**config.mk**
```make
export PLATFORM = sky130hd
export DESIGN_NAME = text_console_flat
export DESIGN_NICKNAME = d
export VERILOG_FILES = /design/src/rtl/text_console_if.sv /design/src/rtl/text_console.sv /design/src/flat_wrapper.sv
export SDC_FILE = /design/constraint.sdc
export NUM_CORES = 1
export LEC_CHECK = 0
export BUFFER_PORTS_ARGS = -buffer_cell sky130_fd_sc_hd__buf_2
export CAP_MARGIN = 15
export CORE_MARGIN = 1
export CORE_UTILIZATION = 55
export CTS_BUF_LIST = sky130_fd_sc_hd__clkbuf_8 sky130_fd_sc_hd__clkbuf_16
export DETAILED_ROUTE_END_ITERATION = 16
export PLACE_DENSITY = 0.75
export SLEW_MARGIN = 10
export SYNTH_ARGS = -nofsm -noshare
export SYNTH_HDL_FRONTEND = slang
export SYNTH_SLANG_ARGS = --single-unit
```
**constraint.sdc**
```tcl
create_clock -name PixelClk -period 5.9 [get_ports PixelClk]
set_input_delay 0 -clock PixelClk [delete_from_list [all_inputs] [get_ports PixelClk]]
set_output_delay 0 -clock PixelClk [all_outputs]
set_load 0.02 [all_outputs]
```
**src/rtl/text_console_if.sv**
```systemverilog
// Host-side port bundle of the text console: character stream, clear request,
// VRAM write port and cursor/busy status.
interface text_console_if;
    logic        in_valid;
    logic [7:0]  in_char;
    logic        in_ready;
    logic        clear;
    logic        cea;
    logic [12:0] ada;
    logic [7:0]  din;
    logic [5:0]  cursor_col;
    logic [4:0]  cursor_row;
    logic        busy;

    modport master (
        output in_valid,
        output in_char,
        output clear,
        input  in_ready,
        input  cea,
        input  ada,
        input  din,
        input  cursor_col,
        input  cursor_row,
        input  busy
    );

    modport slave (
        input  in_valid,
        input  in_char,
        input  clear,
        output in_ready,
        output cea,
        output ada,
        output din,
        output cursor_col,
        output cursor_row,
        output busy
    );
endinterface

```
**src/rtl/text_console.sv**
```systemverilog
// Character console: tracks the cursor and issues one VRAM write per cycle
// for glyphs, backspace blanks, row clears and full-screen clears.
module text_console #(
    parameter int         COLS  = 60,
    parameter int         ROWS  = 17,
    parameter logic [7:0] BLANK = 8'h20
) (
    input logic           PixelClk,
    input logic           nRST,
    text_console_if.slave bus
);
    localparam int TOTAL = COLS * ROWS;

    typedef enum logic [1:0] {
        IDLE,
        CLEAR,
        ROWCLR
    } state_t;

    state_t      r_state;
    state_t      w_state;
    logic [5:0]  r_col;
    logic [5:0]  w_col;
    logic [4:0]  r_row;
    logic [4:0]  w_row;
    logic [12:0] r_ptr;
    logic [12:0] w_ptr;
    logic [12:0] r_last;
    logic [12:0] w_last;
    logic        r_cea;
    logic        w_cea;
    logic [12:0] r_ada;
    logic [12:0] w_ada;
    logic [7:0]  r_din;
    logic [7:0]  w_din;

    logic        w_idle;
    logic        w_accept;
    logic        w_print;
    logic        w_lf;
    logic        w_cr;
    logic        w_bs;
    logic        w_eol;
    logic [4:0]  w_nrow;
    logic [12:0] w_base;
    logic [12:0] w_nbase;

    function automatic logic [12:0] row_base(input logic [4:0] row);
        return 13'(row) * 13'(COLS);
    endfunction

    assign w_idle   = (r_state == IDLE);
    assign w_accept = w_idle & ~bus.clear & bus.in_valid;

    assign w_print = (bus.in_char >= 8'h20) && (bus.in_char <= 8'h7E);
    assign w_lf    = (bus.in_char == 8'h0A);
    assign w_cr    = (bus.in_char == 8'h0D);
    assign w_bs    = (bus.in_char == 8'h08);

    assign w_eol   = (r_col == 6'(COLS - 1));
    assign w_nrow  = (r_row == 5'(ROWS - 1)) ? 5'd0 : r_row + 5'd1;
    assign w_base  = row_base(r_row);
    assign w_nbase = row_base(w_nrow);

    always_ff @(posedge PixelClk or negedge nRST) begin
        if (!nRST) begin
            r_state <= IDLE;
            r_col   <= '0;
            r_row   <= '0;
            r_ptr   <= '0;
            r_last  <= '0;
            r_cea   <= 1'b0;
            r_ada   <= '0;
            r_din   <= '0;
        end else begin
            r_state <= w_state;
            r_col   <= w_col;
            r_row   <= w_row;
            r_ptr   <= w_ptr;
            r_last  <= w_last;
            r_cea   <= w_cea;
            r_ada   <= w_ada;
            r_din   <= w_din;
        end
    end

    always_comb begin
        w_state = r_state;
        w_col   = r_col;
        w_row   = r_row;
        w_ptr   = r_ptr;
        w_last  = r_last;
        w_cea   = 1'b0;
        w_ada   = r_ada;
        w_din   = r_din;

        unique case (r_state)
            IDLE: begin
                if (bus.clear) begin
                    w_state = CLEAR;
                    w_col   = '0;
                    w_row   = '0;
                    w_ptr   = '0;
                    w_last  = 13'(TOTAL - 1);
                end else if (w_accept) begin
                    unique case (1'b1)
                        w_print: begin
                            w_cea = 1'b1;
                            w_ada = w_base + 13'(r_col);
                            w_din = bus.in_char;
                            w_col = w_eol ? 6'd0 : r_col + 6'd1;
                        end
                        w_lf: w_col = '0;
                        w_cr: w_col = '0;
                        (w_bs && (r_col != 6'd0)): begin
                            w_col = r_col - 6'd1;
                            w_cea = 1'b1;
                            w_ada = w_base + 13'(r_col - 6'd1);
                            w_din = BLANK;
                        end
                        default: ;
                    endcase
                    // The glyph write (if any) goes out first; row clear follows.
                    if ((w_print && w_eol) || w_lf) begin
                        w_state = ROWCLR;
                        w_row   = w_nrow;
                        w_ptr   = w_nbase;
                        w_last  = w_nbase + 13'(COLS - 1);
                    end
                end
            end
            CLEAR, ROWCLR: begin
                w_cea = 1'b1;
                w_ada = r_ptr;
                w_din = BLANK;
                if (r_ptr == r_last) begin
                    w_state = IDLE;
                end else begin
                    w_ptr = r_ptr + 13'd1;
                end
            end
            default: w_state = IDLE;
        endcase
    end

    assign bus.in_ready   = w_idle & ~bus.clear;
    assign bus.cea        = r_cea;
    assign bus.ada        = r_ada;
    assign bus.din        = r_din;
    assign bus.cursor_col = r_col;
    assign bus.cursor_row = r_row;
    assign bus.busy       = ~w_idle;
endmodule

```
**src/flat_wrapper.sv**
```systemverilog
// flat-port wrapper written by rule: the top's interface ports become plain ports
module text_console_flat 
#(
    parameter int         COLS  = 60,
    parameter int         ROWS  = 17,
    parameter logic [7:0] BLANK = 8'h20
)
  (PixelClk, nRST, bus_in_valid, bus_in_char, bus_clear, bus_in_ready, bus_cea, bus_ada, bus_din, bus_cursor_col, bus_cursor_row, bus_busy);
  text_console_if bus_i ();
  input logic PixelClk;
  input logic nRST;
  input wire logic [$bits(bus_i.in_valid)-1:0] bus_in_valid;
  input wire logic [$bits(bus_i.in_char)-1:0] bus_in_char;
  input wire logic [$bits(bus_i.clear)-1:0] bus_clear;
  output wire logic [$bits(bus_i.in_ready)-1:0] bus_in_ready;
  output wire logic [$bits(bus_i.cea)-1:0] bus_cea;
  output wire logic [$bits(bus_i.ada)-1:0] bus_ada;
  output wire logic [$bits(bus_i.din)-1:0] bus_din;
  output wire logic [$bits(bus_i.cursor_col)-1:0] bus_cursor_col;
  output wire logic [$bits(bus_i.cursor_row)-1:0] bus_cursor_row;
  output wire logic [$bits(bus_i.busy)-1:0] bus_busy;
  assign bus_i.in_valid = bus_in_valid;
  assign bus_i.in_char = bus_in_char;
  assign bus_i.clear = bus_clear;
  assign bus_in_ready = bus_i.in_ready;
  assign bus_cea = bus_i.cea;
  assign bus_ada = bus_i.ada;
  assign bus_din = bus_i.din;
  assign bus_cursor_col = bus_i.cursor_col;
  assign bus_cursor_row = bus_i.cursor_row;
  assign bus_busy = bus_i.busy;
  text_console #(.COLS(COLS), .ROWS(ROWS), .BLANK(BLANK)) u_core (.PixelClk(PixelClk), .nRST(nRST), .bus(bus_i));
endmodule
```
## Word-level counts from Yosys, hierarchy flattened

Index checks and enable logic that the tools add are counted.

- Register bits: 61
- Input bits: 12
- Output and inout bits: 35

- $add $sub $neg: 8
- Multiply operators: 2
- Magnitude comparators: 2
- Eq/ne operators: 15
- Mux-type cells: 33
- Bitwise gates (word level): 4
- Reductions and logical operators: 18

Operators by type and width:

| operator | count |
|---|---|
| 13-bit two-way mux | 9 |
| 13-bit case mux with 2 select lines | 3 |
| 8-bit case mux with 2 select lines | 2 |
| 8-bit by 4-bit == test with 1-bit output, second input constant | 3 |
| 5-bit two-way mux | 4 |
| 5-bit by 4-bit multiplier with 9-bit output, second input constant | 2 |
| 6-bit two-way mux | 3 |
| 6-bit case mux with 3 select lines | 1 |
| 8-bit two-way mux | 2 |
| 11-bit by 13-bit adder with 13-bit output | 1 |
| 13-bit by 1-bit adder with 13-bit output, second input constant | 1 |
| 13-bit == test | 1 |
| 11-bit by 6-bit adder with 12-bit output | 1 |
| 11-bit by 6-bit adder with 12-bit output, second input constant | 1 |
| 3-bit != test, second input constant | 3 |
| 3-bit AND reduction | 3 |
| 8-bit by 6-bit greater-or-equal comparator with 1-bit output, second input constant | 1 |
| 8-bit by 7-bit less-or-equal comparator with 1-bit output, second input constant | 1 |
| 2-bit two-way mux | 4 |
| 4-bit AND reduction | 2 |
| 6-bit by 1-bit subtractor with 7-bit output, second input constant | 1 |
| 6-bit by 1-bit adder with 6-bit output, second input constant | 1 |
| 6-bit == test, second input constant | 1 |
| 2-bit != test, second input constant | 3 |
| 18 further kinds | 28 |

## Logic depth before layout (Yosys ltp)

- Depth in word-level cells: 8
- Gate-level depth with buffers: 17
- Depth with buffers taken out: 17

## Worst setup path before layout

OpenSTA, ideal clock, no wires.

- Path type: reg-to-reg
- Start: reg u_core.r_row[2], in the netlist u_core.bus.cursor_row[2]
- End: reg u_core.r_ada[10], in the netlist u_core.bus.ada[10]
- Library setup time: 0.126 ns
- Data arrival time: 4.353 ns
- Data required time: 5.774 ns
- Path slack: 1.421 ns
- Stages on the path, launching flop included: 16
- Buffers on the path: 0
- Period minus slack after synthesis: 4.479 ns
- Path through: dfrtp_1 > inv_1 > fa_1 > fa_1 > inv_1 > ha_1 > xor2_1 > inv_1 > ha_1 > o21a_1 > o31a_1 > o41ai_4 > nor3b_1 > or3_1 > mux2_4 > a221o_1

- Word-level cells in the longest chain between the ends: 6
- Elaborated cells between the ends (all ways): 7
- Classes of those cells: add/sub: 2; mul: 1; mux: 4

RTL lines:

| element | RTL line | RTL |
|---|---|---|
| start, declared | text_console.sv:24 | `logic [4:0] r_row;` |
| start signal, assigned | text_console.sv:78 | `r_row <= w_row;` |
| 5-bit by 4-bit multiplier with 9-bit output * | text_console.sv:49 | `return 13'(row) * 13'(COLS);` |
| 11-bit by 13-bit adder with 13-bit output / 11-bit by 6-bit adder with 12-bit output (equally long branches) | text_console.sv:118, text_console.sv:109 |  |
| 13-bit case mux with 2 select lines * | text_console.sv:106 | `unique case (1'b1)` |
| 13-bit two-way mux * | text_console.sv:105 | `end else if (w_accept) begin` |
| 13-bit two-way mux * | text_console.sv:99 | `if (bus.clear) begin` |
| 13-bit case mux with 2 select lines * | text_console.sv:97 | `unique case (r_state)` |
| end signal, assigned | text_console.sv:82 | `r_ada <= w_ada;` |
| end, declared | text_console.sv:32 | `logic [12:0] r_ada;` |

Mark *: on every way between the ends. The rest lies on a longest branch, timed or not. The select of a mux whose other input is x is not followed.
A chain may end at the register's enable or synchronous reset.

## Worst setup path in the final report

- Start: reg u_core.r_row[0], in the netlist u_core.bus.cursor_row[0]
- End: reg u_core.r_ada[10], in the netlist u_core.bus.ada[10]

The elaborated chain is that of the path after synthesis.

==> qor.tcl <==
set qor(cts_inserted_buffers) 9
set qor(layout_min_cycle_time_ps) 4700
set qor(synth_enable_flop_cells) 0
set qor(placement.cell_area_um2) 5460
set qor(power_density_nw_per_um2) 140
set qor(first_pass_iters) 5
set qor(routed_vias) 4623
set qor(dominantRegCellSynth) {sky130_fd_sc_hd__dfrtp_1}
set qor(critical_path.max_stage_delay_ps) 640
set qor(postCtsSetupBuffers) 0
set qor(mapped_area_um2) 5160
set qor(share_of_synthesized_flip_flops_with_an_asynchronous_set_or_reset) 1.00
set qor(netlist_instances) 608
set qor(relSlewSlack) 0.395
set qor(initialDrtViolationCount) 229
set qor(synth_simple_gate_area_share) 0.180
set qor(h-tree-depth) 3
set qor(layout.nets) 733
set qor(yosys_warnings) 0
set qor(cts_root_buf) {sky130_fd_sc_hd__clkbuf_8}
set qor(synth_compound_area_frac) 0.213
set qor(yosys.area_share.adder) 0.177
set qor(combinational_family_with_the_most_area_after_synthesis) {compound AO/OA/AOI/OAI gates}
set qor(clkSlewWorstSetupHoldPaths_ps) 70
set qor(mux_contribution_to_synthesized_area) 0.00679
set qor(drc_errors) 0
set qor(max-cap-violations) 0
set qor(wirelength_um) 13000
set qor(grt_setup_unrepaired) {no}
set qor(worstPathCellList) {fa_1 -> xor2_1 -> ha_1 -> inv_1 -> fa_1 -> nand2b_1 -> a21oi_1 -> xor2_1 -> ha_1 -> nor2_1 -> nor2_1 -> o41ai_4 -> nor3b_1 -> or3_1 -> mux2_4 -> a221o_1}
set qor(run_status) {completed}
set qor(drive_above_1_share) 0.115
set qor(synth_top_cell_by_area) {sky130_fd_sc_hd__dfrtp_1}
set qor(fin_worst_skew_ps) 10.2
set qor(worstMarginPinSlew_ps) 908
set qor(mappedNetlistNets) 684
set qor(clock_latency_ps) 340
set qor(timing.final.max_slew_violations) 0
set qor(pin_count_of_the_biggest_net_entering_global_routing) 59
set qor(layout.filler_cells) 775
set qor(worst-path-buf-inv) 1
set qor(fmaxAchievable_mhz) 213
set qor(syn2layout_area_growth_pct) 11.4
set qor(cts_tree) {yes}
set qor(crit_slowest_cell) {sky130_fd_sc_hd__fa_1}
set qor(worst_path_dominant_cell_family) {adder cells}
set qor(antenna_found_initial) 0
set qor(most-common-layout-cells) {sky130_fd_sc_hd__inv_1, sky130_fd_sc_hd__dfrtp_1, sky130_fd_sc_hd__nand2_1, sky130_fd_sc_hd__nor2_1, sky130_fd_sc_hd__ha_1}
set qor(final_min_period_over_clock_period) 0.796
set qor(rows) 34
set qor(core_area_um2) 8890
set qor(worst_setup_path_start_kind) {register}
set qor(peakVddDrop_mv) 0.107
set qor(initial_utilization) 0.580
set qor(buffers_added_on_ports) 46
set qor(ys_top_cells_by_area) {sky130_fd_sc_hd__dfrtp_1, sky130_fd_sc_hd__ha_1, sky130_fd_sc_hd__fa_1}
set qor(via_per_inst) 6.00
set qor(sequential_cell_area_um2) 1450
set qor(critical_setup_path_class) {reg -> reg}
set qor(end_kind) {register}
set qor(dp_hpwl_um) 9800
set qor(synth_top_area_share) 0.281
set qor(report.final.setup_viol) 0
set qor(area_of_the_multi_input_gates_um2) 3370
set qor(grt_util_all_layers) 0.286
set qor(data_required_time_of_the_worst_path_ps) 6130
set qor(first_global_vias) 4728
set qor(cts.sink_count) 58
set qor(chip_height_um) 98.8
set qor(floorplan.io_pins) 47
set qor(place.gp.congestion) 0.938
set qor(die_w_um) 98.8
set qor(average_wire_per_cell_in_the_routed_design_um) 16.9
set qor(setup-tns-final_ps) 0
set qor(synthDistinctLibCells) 65
set qor(grt_pass1_wl_um) 22300
set qor(dieArea_um2) 9770
set qor(avgSynthCellArea_um2) 8.48
set qor(synth_xor_xnor_area_share) 0.0764
set qor(lkg_pwr_nw) 2.82
set qor(yosys_register_bits) 58
set qor(gr-total-overflow) 0
set qor(cts_buffer_depth) 2
set qor(synth_sequential_area_ratio) 0.281
set qor(layout.cells.most_common) {sky130_fd_sc_hd__inv_1}
set qor(final_design_area_no_fill_um2) 5750
set qor(n_antenna_cell) 0
set qor(arrival_worst_endpoint_ps) 4930
set qor(timing.final.hold_violations) 0
set qor(drt.antenna.violating_nets) 0
set qor(hold_class) {in -> reg}
set qor(critPathMaxFanout) 10
-- cells in the mapped netlist (4+ instances only) --
master                      instances
sky130_fd_sc_hd__inv_1             61
sky130_fd_sc_hd__dfrtp_1           58
sky130_fd_sc_hd__nand2_1           54
sky130_fd_sc_hd__nor2_1            50
sky130_fd_sc_hd__ha_1              49
sky130_fd_sc_hd__o21ai_0           39
sky130_fd_sc_hd__a21oi_1           38
sky130_fd_sc_hd__xor2_1            27
sky130_fd_sc_hd__xnor2_1           18
sky130_fd_sc_hd__nand3_1           17
sky130_fd_sc_hd__fa_1              15
sky130_fd_sc_hd__nor3_1            15
sky130_fd_sc_hd__clkbuf_1          14
sky130_fd_sc_hd__a22o_1            11
sky130_fd_sc_hd__o22ai_1           11
sky130_fd_sc_hd__nand2b_1           8
sky130_fd_sc_hd__nand4_1            7
sky130_fd_sc_hd__o2bb2ai_1          7
sky130_fd_sc_hd__a21o_1             6
sky130_fd_sc_hd__and3_1             6
sky130_fd_sc_hd__nor2b_1            6
sky130_fd_sc_hd__nor4_1             6
sky130_fd_sc_hd__o22a_1             6
sky130_fd_sc_hd__a31oi_1            5
sky130_fd_sc_hd__or3_1              5
sky130_fd_sc_hd__a21boi_0           4
sky130_fd_sc_hd__and2_1             4
sky130_fd_sc_hd__buf_2              4
-- report_power, final --
group,total [mW],switching (mW),internal (mW),leakage [nW]
Clock,0.385,0.169,0.216,0.103
Sequential,0.397,0,0.397,0.713
Combinational,0.0232,0.0153,0.00797,2.00
Total,0.805,0.184,0.621,2.82
-- logic make-up (layout without fill, tap and decap cells) --
group | count (synthesis) | count (layout)
buffers and inverters | 83 | 137
adder cells (fa/ha/maj) | 64 | 64
AND/OR/NAND/NOR | 192 | 192
flip-flops | 58 | 58
multiplexers | 3 | 3
AO/OA/AOI/OAI | 163 | 163
XOR/XNOR | 45 | 45
-- worst reg2reg max path, delay by kind of cell, from the launching register on --
kind | cells | cell delay (ps)
DFF | 1 | 520
and+or+nand+nor | 5 | 900
muxes | 1 | 290
adders and majority gates | 4 | 1640
buffers and inverters | 1 | 60
AOI/OAI and AO/OA | 3 | 530
xor gates and xnor gates | 2 | 650
-- worst paths after layout --
kind	from	endpoint	slack, ps	depth (start not counted)
worst min register to register	u_core.bus.din[5]	u_core.bus.din[5]	480	2
max in group asynchronous	nRST	u_core.bus.cursor_row[2]	5070	3
min in group asynchronous	nRST	u_core.bus.cursor_col[5]	340	3
worst min-delay path	bus_clear	u_core.r_state[0]	60	3
worst max-delay path	u_core.bus.cursor_row[0]	u_core.bus.ada[10]	1200	16
worst max register to register	u_core.bus.cursor_row[0]	u_core.bus.ada[10]	1200	16
-- through the flow --
| stage | setup slack [ps] | util | instances | hold WS [ps] | power [mW] |
|---|---|---|---|---|---|
| 2_1_floorplan | 1420 | - | 608 | -296 | 0.409 |
| 3_3_place_gp | 1380 | 0.614 | 746 | 192 | 0.424 |
| 3_5_place_dp | 1220 | 0.614 | 746 | 194 | 0.424 |
| 4_1_cts | 1210 | 0.646 | 770 | 43.6 | 0.811 |
| 5_1_grt | 884 | 0.646 | 770 | 70.8 | 0.827 |
| 6_report | 1200 | 0.646 | 770 | 56.1 | 0.805 |
-- registers in the layout, summed over array words and instances (netlist names) --
register / flops
u_core.bus.cea: 1
u_core.r_ptr: 13
u_core.bus.din: 8
u_core.r_state: 2
u_core.bus.cursor_row: 5
u_core.bus.cursor_col: 6
u_core.bus.ada: 13
u_core.r_last: 10
-- timing repair --
action / in CTS / in global routing
gates resized for setup: 0 / 0
hold endpoints to repair: 65 / 0
hold buffers: 8 / 0
-- metal layers --
metal	vias up	global-route usage	part of all wire
li1	2236	-	-
met1	2224	0.370	0.46
met2	138	0.485	0.47
met3	25	0.0383	0.049
met4	0	0.115	0.025
met5	-	0	0
-- cell type report --
class / count / area share
Multi-Input combinational cell: 467 / 0.587
Sequential cell: 58 / 0.253
Timing Repair Buffer: 60 / 0.0618
Inverter: 61 / 0.0398
Clock buffer: 11 / 0.0263
Tap cell: 108 / 0.0235
Clock inverter: 5 / 0.00936
Note: power is estimated with default switching activity, not from simulation.
